## src/rtl/conv_pkg.sv

```systemverilog
// conv_pkg: shared state encoding and patch-geometry helpers for col2im_2d.
package conv_pkg;

    typedef enum logic [1:0] {IDLE, CLEAR, ACCUM, DRAIN} state_t;

    function automatic int n_pos(input int img, input int k, input int s, input int p);
        return (img - k + 2 * p) / s + 1;
    endfunction

    function automatic int h_pos(input int iw, input int k, input int s, input int p);
        return n_pos(iw, k, s, p);
    endfunction

    function automatic int v_pos(input int ih, input int k, input int s, input int p);
        return n_pos(ih, k, s, p);
    endfunction

    function automatic int n_in(input int iw, input int ih, input int k, input int s, input int p);
        return k * k * h_pos(iw, k, s, p) * v_pos(ih, k, s, p);
    endfunction

    function automatic int cw(input int n);
        return n <= 1 ? 1 : $clog2(n);
    endfunction

endpackage

```

## src/rtl/col2im_addr_gen.sv

```systemverilog
// col2im_addr_gen: maps patch/kernel counters to an image coordinate plus an in-image flag.
module col2im_addr_gen
    import conv_pkg::*;
#(
    parameter int IMAGE_WIDTH  = 4,
    parameter int IMAGE_HEIGHT = 4,
    parameter int KERNEL_SIZE  = 2,
    parameter int STRIDE       = 1,
    parameter int PADDING      = 0,
    parameter int PW = cw(h_pos(IMAGE_WIDTH, KERNEL_SIZE, STRIDE, PADDING) >
                          v_pos(IMAGE_HEIGHT, KERNEL_SIZE, STRIDE, PADDING) ?
                          h_pos(IMAGE_WIDTH, KERNEL_SIZE, STRIDE, PADDING) :
                          v_pos(IMAGE_HEIGHT, KERNEL_SIZE, STRIDE, PADDING)),
    parameter int KW = cw(KERNEL_SIZE),
    parameter int YW = cw(IMAGE_HEIGHT),
    parameter int XW = cw(IMAGE_WIDTH)
) (
    input  logic [PW-1:0] pr,
    input  logic [PW-1:0] pc,
    input  logic [KW-1:0] kr,
    input  logic [KW-1:0] kc,
    output logic [YW-1:0] y,
    output logic [XW-1:0] x,
    output logic          in_bounds
);

    int yi, xi;

    always_comb begin
        yi        = int'(pr) * STRIDE + int'(kr) - PADDING;
        xi        = int'(pc) * STRIDE + int'(kc) - PADDING;
        in_bounds = yi >= 0 && yi < IMAGE_HEIGHT && xi >= 0 && xi < IMAGE_WIDTH;
        y         = YW'(yi);
        x         = XW'(xi);
    end

endmodule

```

## src/rtl/col2im_2d.sv

```systemverilog
// col2im_2d: folds a column-matrix stream back into an image by overlap-add, then streams pixels out.
// Define COL2IM_SATURATE_EN to clamp accumulators at full scale instead of wrapping.
module col2im_2d
    import conv_pkg::*;
#(
    parameter int IMAGE_WIDTH  = 4,
    parameter int IMAGE_HEIGHT = 4,
    parameter int KERNEL_SIZE  = 2,
    parameter int STRIDE       = 1,
    parameter int PADDING      = 0,
    parameter int DATA_WIDTH   = 8,
    parameter int ACC_WIDTH    = 16
) (
    input  logic                  clk,
    input  logic                  rst,
    input  logic                  start,
    output logic                  busy,
    input  logic                  in_valid,
    output logic                  in_ready,
    input  logic [DATA_WIDTH-1:0] in_data,
    output logic                  out_valid,
    input  logic                  out_ready,
    output logic [ACC_WIDTH-1:0]  out_data,
    output logic                  out_last,
    output logic                  done
);

    localparam int H_POS = h_pos(IMAGE_WIDTH, KERNEL_SIZE, STRIDE, PADDING);
    localparam int V_POS = v_pos(IMAGE_HEIGHT, KERNEL_SIZE, STRIDE, PADDING);
    localparam int NPIX  = IMAGE_WIDTH * IMAGE_HEIGHT;
    localparam int PW    = cw(H_POS > V_POS ? H_POS : V_POS);
    localparam int KW    = cw(KERNEL_SIZE);
    localparam int YW    = cw(IMAGE_HEIGHT);
    localparam int XW    = cw(IMAGE_WIDTH);
    localparam int IW    = cw(NPIX);

    state_t               state_q, state_d;
    logic [PW-1:0]        pr_q, pr_d, pc_q, pc_d;
    logic [KW-1:0]        kr_q, kr_d, kc_q, kc_d;
    logic [IW-1:0]        pix_q, pix_d;
    logic                 done_q, done_d;
    logic [ACC_WIDTH-1:0] acc_q [NPIX];
    logic [ACC_WIDTH-1:0] acc_d [NPIX];
    logic [YW-1:0]        y;
    logic [XW-1:0]        x;
    logic                 in_bounds;
    logic [IW-1:0]        idx;
    logic [ACC_WIDTH:0]   sum;
    logic [ACC_WIDTH-1:0] wr;
    logic                 in_hs, out_hs, kc_end, kr_end, pc_end, last_in;

    col2im_addr_gen #(
        .IMAGE_WIDTH (IMAGE_WIDTH),
        .IMAGE_HEIGHT(IMAGE_HEIGHT),
        .KERNEL_SIZE (KERNEL_SIZE),
        .STRIDE      (STRIDE),
        .PADDING     (PADDING),
        .PW          (PW),
        .KW          (KW),
        .YW          (YW),
        .XW          (XW)
    ) u_addr (
        .pr       (pr_q),
        .pc       (pc_q),
        .kr       (kr_q),
        .kc       (kc_q),
        .y        (y),
        .x        (x),
        .in_bounds(in_bounds)
    );

    always_comb begin
        state_d   = state_q;
        pr_d      = pr_q;
        pc_d      = pc_q;
        kr_d      = kr_q;
        kc_d      = kc_q;
        pix_d     = pix_q;
        acc_d     = acc_q;
        done_d    = 1'b0;
        busy      = state_q != IDLE;
        done      = done_q;
        in_ready  = state_q == ACCUM;
        out_valid = state_q == DRAIN;
        out_data  = out_valid ? acc_q[pix_q] : '0;
        out_last  = out_valid && pix_q == IW'(NPIX - 1);
        in_hs     = in_valid && in_ready;
        out_hs    = out_valid && out_ready;
        kc_end    = kc_q == KW'(KERNEL_SIZE - 1);
        kr_end    = kc_end && kr_q == KW'(KERNEL_SIZE - 1);
        pc_end    = kr_end && pc_q == PW'(H_POS - 1);
        last_in   = pc_end && pr_q == PW'(V_POS - 1);
        idx       = IW'(int'(y) * IMAGE_WIDTH + int'(x));
        sum       = {1'b0, acc_q[idx]} + (ACC_WIDTH + 1)'(in_data);
`ifdef COL2IM_SATURATE_EN
        wr        = sum[ACC_WIDTH] ? '1 : sum[ACC_WIDTH-1:0];
`else
        wr        = sum[ACC_WIDTH-1:0];
`endif
        case (state_q)
            IDLE: if (start) state_d = CLEAR;
            CLEAR: begin
                acc_d   = '{default: '0};
                pr_d    = '0;
                pc_d    = '0;
                kr_d    = '0;
                kc_d    = '0;
                pix_d   = '0;
                state_d = ACCUM;
            end
            ACCUM: if (in_hs) begin
                // Single-cycle read-modify-write keeps back-to-back hits on one pixel exact.
                if (in_bounds) acc_d[idx] = wr;
                kc_d = kc_end ? '0 : kc_q + KW'(1);
                kr_d = kr_end ? '0 : kc_end ? kr_q + KW'(1) : kr_q;
                pc_d = pc_end ? '0 : kr_end ? pc_q + PW'(1) : pc_q;
                pr_d = last_in ? '0 : pc_end ? pr_q + PW'(1) : pr_q;
                state_d = last_in ? DRAIN : ACCUM;
            end
            DRAIN: if (out_hs) begin
                pix_d   = out_last ? '0 : pix_q + IW'(1);
                state_d = out_last ? IDLE : DRAIN;
                done_d  = out_last;
            end
            default: state_d = IDLE;
        endcase
    end

    always_ff @(posedge clk) begin
        if (rst) begin
            state_q <= IDLE;
            pr_q    <= '0;
            pc_q    <= '0;
            kr_q    <= '0;
            kc_q    <= '0;
            pix_q   <= '0;
            done_q  <= 1'b0;
        end else begin
            state_q <= state_d;
            pr_q    <= pr_d;
            pc_q    <= pc_d;
            kr_q    <= kr_d;
            kc_q    <= kc_d;
            pix_q   <= pix_d;
            done_q  <= done_d;
        end
    end

    always_ff @(posedge clk) acc_q <= acc_d;

endmodule
```

## config.mk

```make
export PLATFORM = sky130hd
export DESIGN_NAME = col2im_2d
export DESIGN_NICKNAME = d
export VERILOG_FILES = /design/src/rtl/conv_pkg.sv /design/src/rtl/col2im_addr_gen.sv /design/src/rtl/col2im_2d.sv
export SDC_FILE = /design/constraint.sdc
export NUM_CORES = 1
export LEC_CHECK = 0
export ABC_AREA = 1
export BUFFER_PORTS_ARGS = -buffer_cell sky130_fd_sc_hd__buf_2
export CAP_MARGIN = 30
export CORE_MARGIN = 4
export CORE_UTILIZATION = 30
export CTS_CLUSTER_SIZE = 16
export DETAILED_ROUTE_END_ITERATION = 7
export PLACE_DENSITY = 0.58
export SYNTH_ARGS = -nofsm -noshare
export SYNTH_HDL_FRONTEND = slang
export SYNTH_SLANG_ARGS = --single-unit
```

## constraint.sdc

```tcl
create_clock -name clk -period 23.4 [get_ports clk]
set_input_delay 4.68 -clock clk [delete_from_list [all_inputs] [get_ports clk]]
set_output_delay 4.68 -clock clk [all_outputs]
set_load 0.005 [all_outputs]
```

==> run metrics <==
grt total ovfl 0; Compound-Gate Fraction of Synth Area 23.8%; GRT Resource Usage Total 20.1%; Port Buf Inserts 33; critical path required time 18720 ps; Reg2Reg Launch Point pc_q[0]; Skew-Pair Late Insertion Delay 560 ps; post-route ant nets 0; worst r2r path cells 20; nets@finish 2421; power per cell area 152 nW/µm²; gpl congestion 0.835; Net Sw Power 1.49 mW; Final period util 34.7%; Synth Instances 2436; status finished, final reports clean; CP endpoint out_data[15]; Yosys reg bits 269; fmax 123 MHz; crit-path cells inv_2 -> buf_4 -> a21oi_1 -> o21ai_0 -> nand3_1 -> nand3_1 -> a21oi_1 -> buf_2; post-CTS setup buffer count 0; XOR/XNOR Fraction of Synth Area 0.577%; htree depth 2; Yosys warning count 0; CP Max Fanout 59; CTS tree done; Final Non-Filler Cells 3185; Yosys cell types 45; simple-gate share of the synthesized area 16.6%; Clk pwr share 16.6%; cts bufs inserted 35; pre-CTS WS 15810 ps; Leak 9.25 nW; DR iter-0 viols 2120; Sequential Power Share 32.5%; dpl hpwl 37.7 mm; Startpoint Class register; RSZ-0062 raised after global routing false; PnR worst setup slack 15280 ps; largest family of logic cells by synthesized area compound AO/OA/AOI/OAI gates; drt wl/cell 20.6 µm; Worst Path Arrival 3440 ps; FF-to-FF End acc_q[174]; hold_buf cts 0; multiplexer area fraction after synthesis 0%; total die area 64000 µm²; syn avg cell area 7.39 µm²; Max Cap Viol 0; switching part of the total power 49.2%; Die H 253 µm; worst min path class register to register; Slew headroom 25.4%; Fillers 6273; Tightest Pin Transition 1120 ps; cts repair resizes 0; Setup CP Type register to output port; IO Pins 34; syn nets 2470; Chip Width 253 µm; crit-path max cell delay 780 ps; register area share after synthesis 44.2%; Reg clk slew, reported paths 60 ps; P_int 1.54 mW; commonest cells after routing, fill and taps aside inv_1 (425), o21ai_0 (358), a21oi_1 (323); pin count of the biggest net entering global routing 190; drt first pass iters 5; design area 20000 µm²; CP startpoint pix_q[0]; CTS sink cnt 269; vias in the first global route 16000; ratio of cells with drive above 1 in the final layout 7.01%; row cnt 89; Area after DPL 19000 µm²; CTS Buffer Depth 3; ys async rst share 0%; via count 17100; Max VDD drop 0.138 mV; mapped cell area 18000 µm²; Final min period 8120 ps; antenna violations before repair 0; Hold Fails Final Rpt 0; Core ar. 59200 µm²; # setup viols final 0; Syn-to-layout area delta 11.4%; root buf cell clkbuf_16; DP Cell Count 3122; Slew Viols, Final 0; Logic pwr share 50.9%; DRT Wirelength 65.7 mm; vias per cell 5.38; commonest non-fill, non-tap cell in the layout inv_1; Clock Skews 17.5 ps; first-pass GRT wire length 98.9 mm; Post-synth EDFFs 256; internal reg-to-reg setup slack 17210 ps; initial core utilization 30.4%; post-synthesis adder-cell area fraction 1.50%; Residual DRC 0; setup TNS 0 ps; Slowest cell on crit path dfxtp_4; ys flop type edfxtp_1; Tot Pwr 3.04 mW; critical path endpoint category output port
## cell families after synthesis
logic type	after synthesis
compound gates	807
xor+xnor	11
fa+ha+maj	21
buf+inv	615
flops	269
simple gates	713
## final cells by class
class,instances,area [µm²],area share (%)
well taps,773,967,4.83
repair buffers,86,767,3.83
clock inverters,9,41.3,0.206
multi-input cells,1552,7650,38.2
inverters,443,1670,8.34
diodes,1,2.50,0.0125
clock buffers,52,982,4.90
flip-flops and latches,269,7950,39.7
## through the flow
step                      hold WS [ps]  util [%]
after floorplan                    460         -
after global placement             476      31.5
after detailed placement           487      32.0
after CTS                          495      33.8
after global routing               544      33.8
final                              492      33.8
## registers in the layout (all words and copies together) (netlist names)
signal	flops
done	1
pr_q	2
pix_q	4
kc_end	1
kr_q	1
pc_q	2
acc_q	256
state_q	2
## power by group through the flow
stage               logic [mW]  clock network [mW]  registers [mW]
floorplan                 1.05                   0            1.04
global placement          1.45                   0           0.980
detailed placement        1.52                   0           0.988
CTS                       1.52               0.516           0.982
global route              1.71               0.533            1.01
finish                    1.55               0.506           0.986
## worst min-delay path by stage
stage,cells after the start,to,slack (ps),start
global placement,2,pc_q[1],480,pc_q[1]
CTS,2,pc_q[1],500,pc_q[1]
global route,2,pc_q[1],540,pc_q[1]
detailed placement,2,pc_q[1],490,pc_q[1]
floorplan,2,kc_end,460,kc_end
finish,2,pc_q[1],490,pc_q[1]
## routing by layer
| layer | wire length (µm) | GRT usage (%) |
|---|---|---|
| met1 | 26800 | 27.3 |
| met2 | 28900 | 31.2 |
| met3 | 7000 | 3.72 |
| met4 | 3010 | 9.01 |
| met5 | 0 | 0 |
## synth_stat cells, types with 9 or more instances
| library cell | instances | area (µm²) |
|---|---|---|
| nand3_1 | 145 | 726 |
| nor2_1 | 217 | 815 |
| o221ai_1 | 17 | 149 |
| o21ai_0 | 358 | 1790 |
| dfxtp_1 | 13 | 260 |
| o21ai_1 | 24 | 120 |
| clkbuf_1 | 114 | 428 |
| nand2_1 | 318 | 1190 |
| nor2_2 | 9 | 56.3 |
| o22ai_1 | 39 | 244 |
| xor2_1 | 9 | 78.8 |
| buf_1 | 29 | 109 |
| edfxtp_1 | 256 | 7690 |
| buf_2 | 18 | 90.1 |
| a22oi_1 | 20 | 150 |
| inv_1 | 426 | 1600 |
| buf_6 | 9 | 101 |
| a21oi_1 | 323 | 1620 |
| ha_1 | 20 | 250 |
## worst max-delay path: cells and delay by family, from the launching register on
family                 cells  cell delay (ps)
buffers and inverters      3             1210
DFF                        1              780
and+or+nand+nor            2              180
AOI/OAI and AO/OA          3              700
Note: power is estimated with default switching activity, not from simulation.
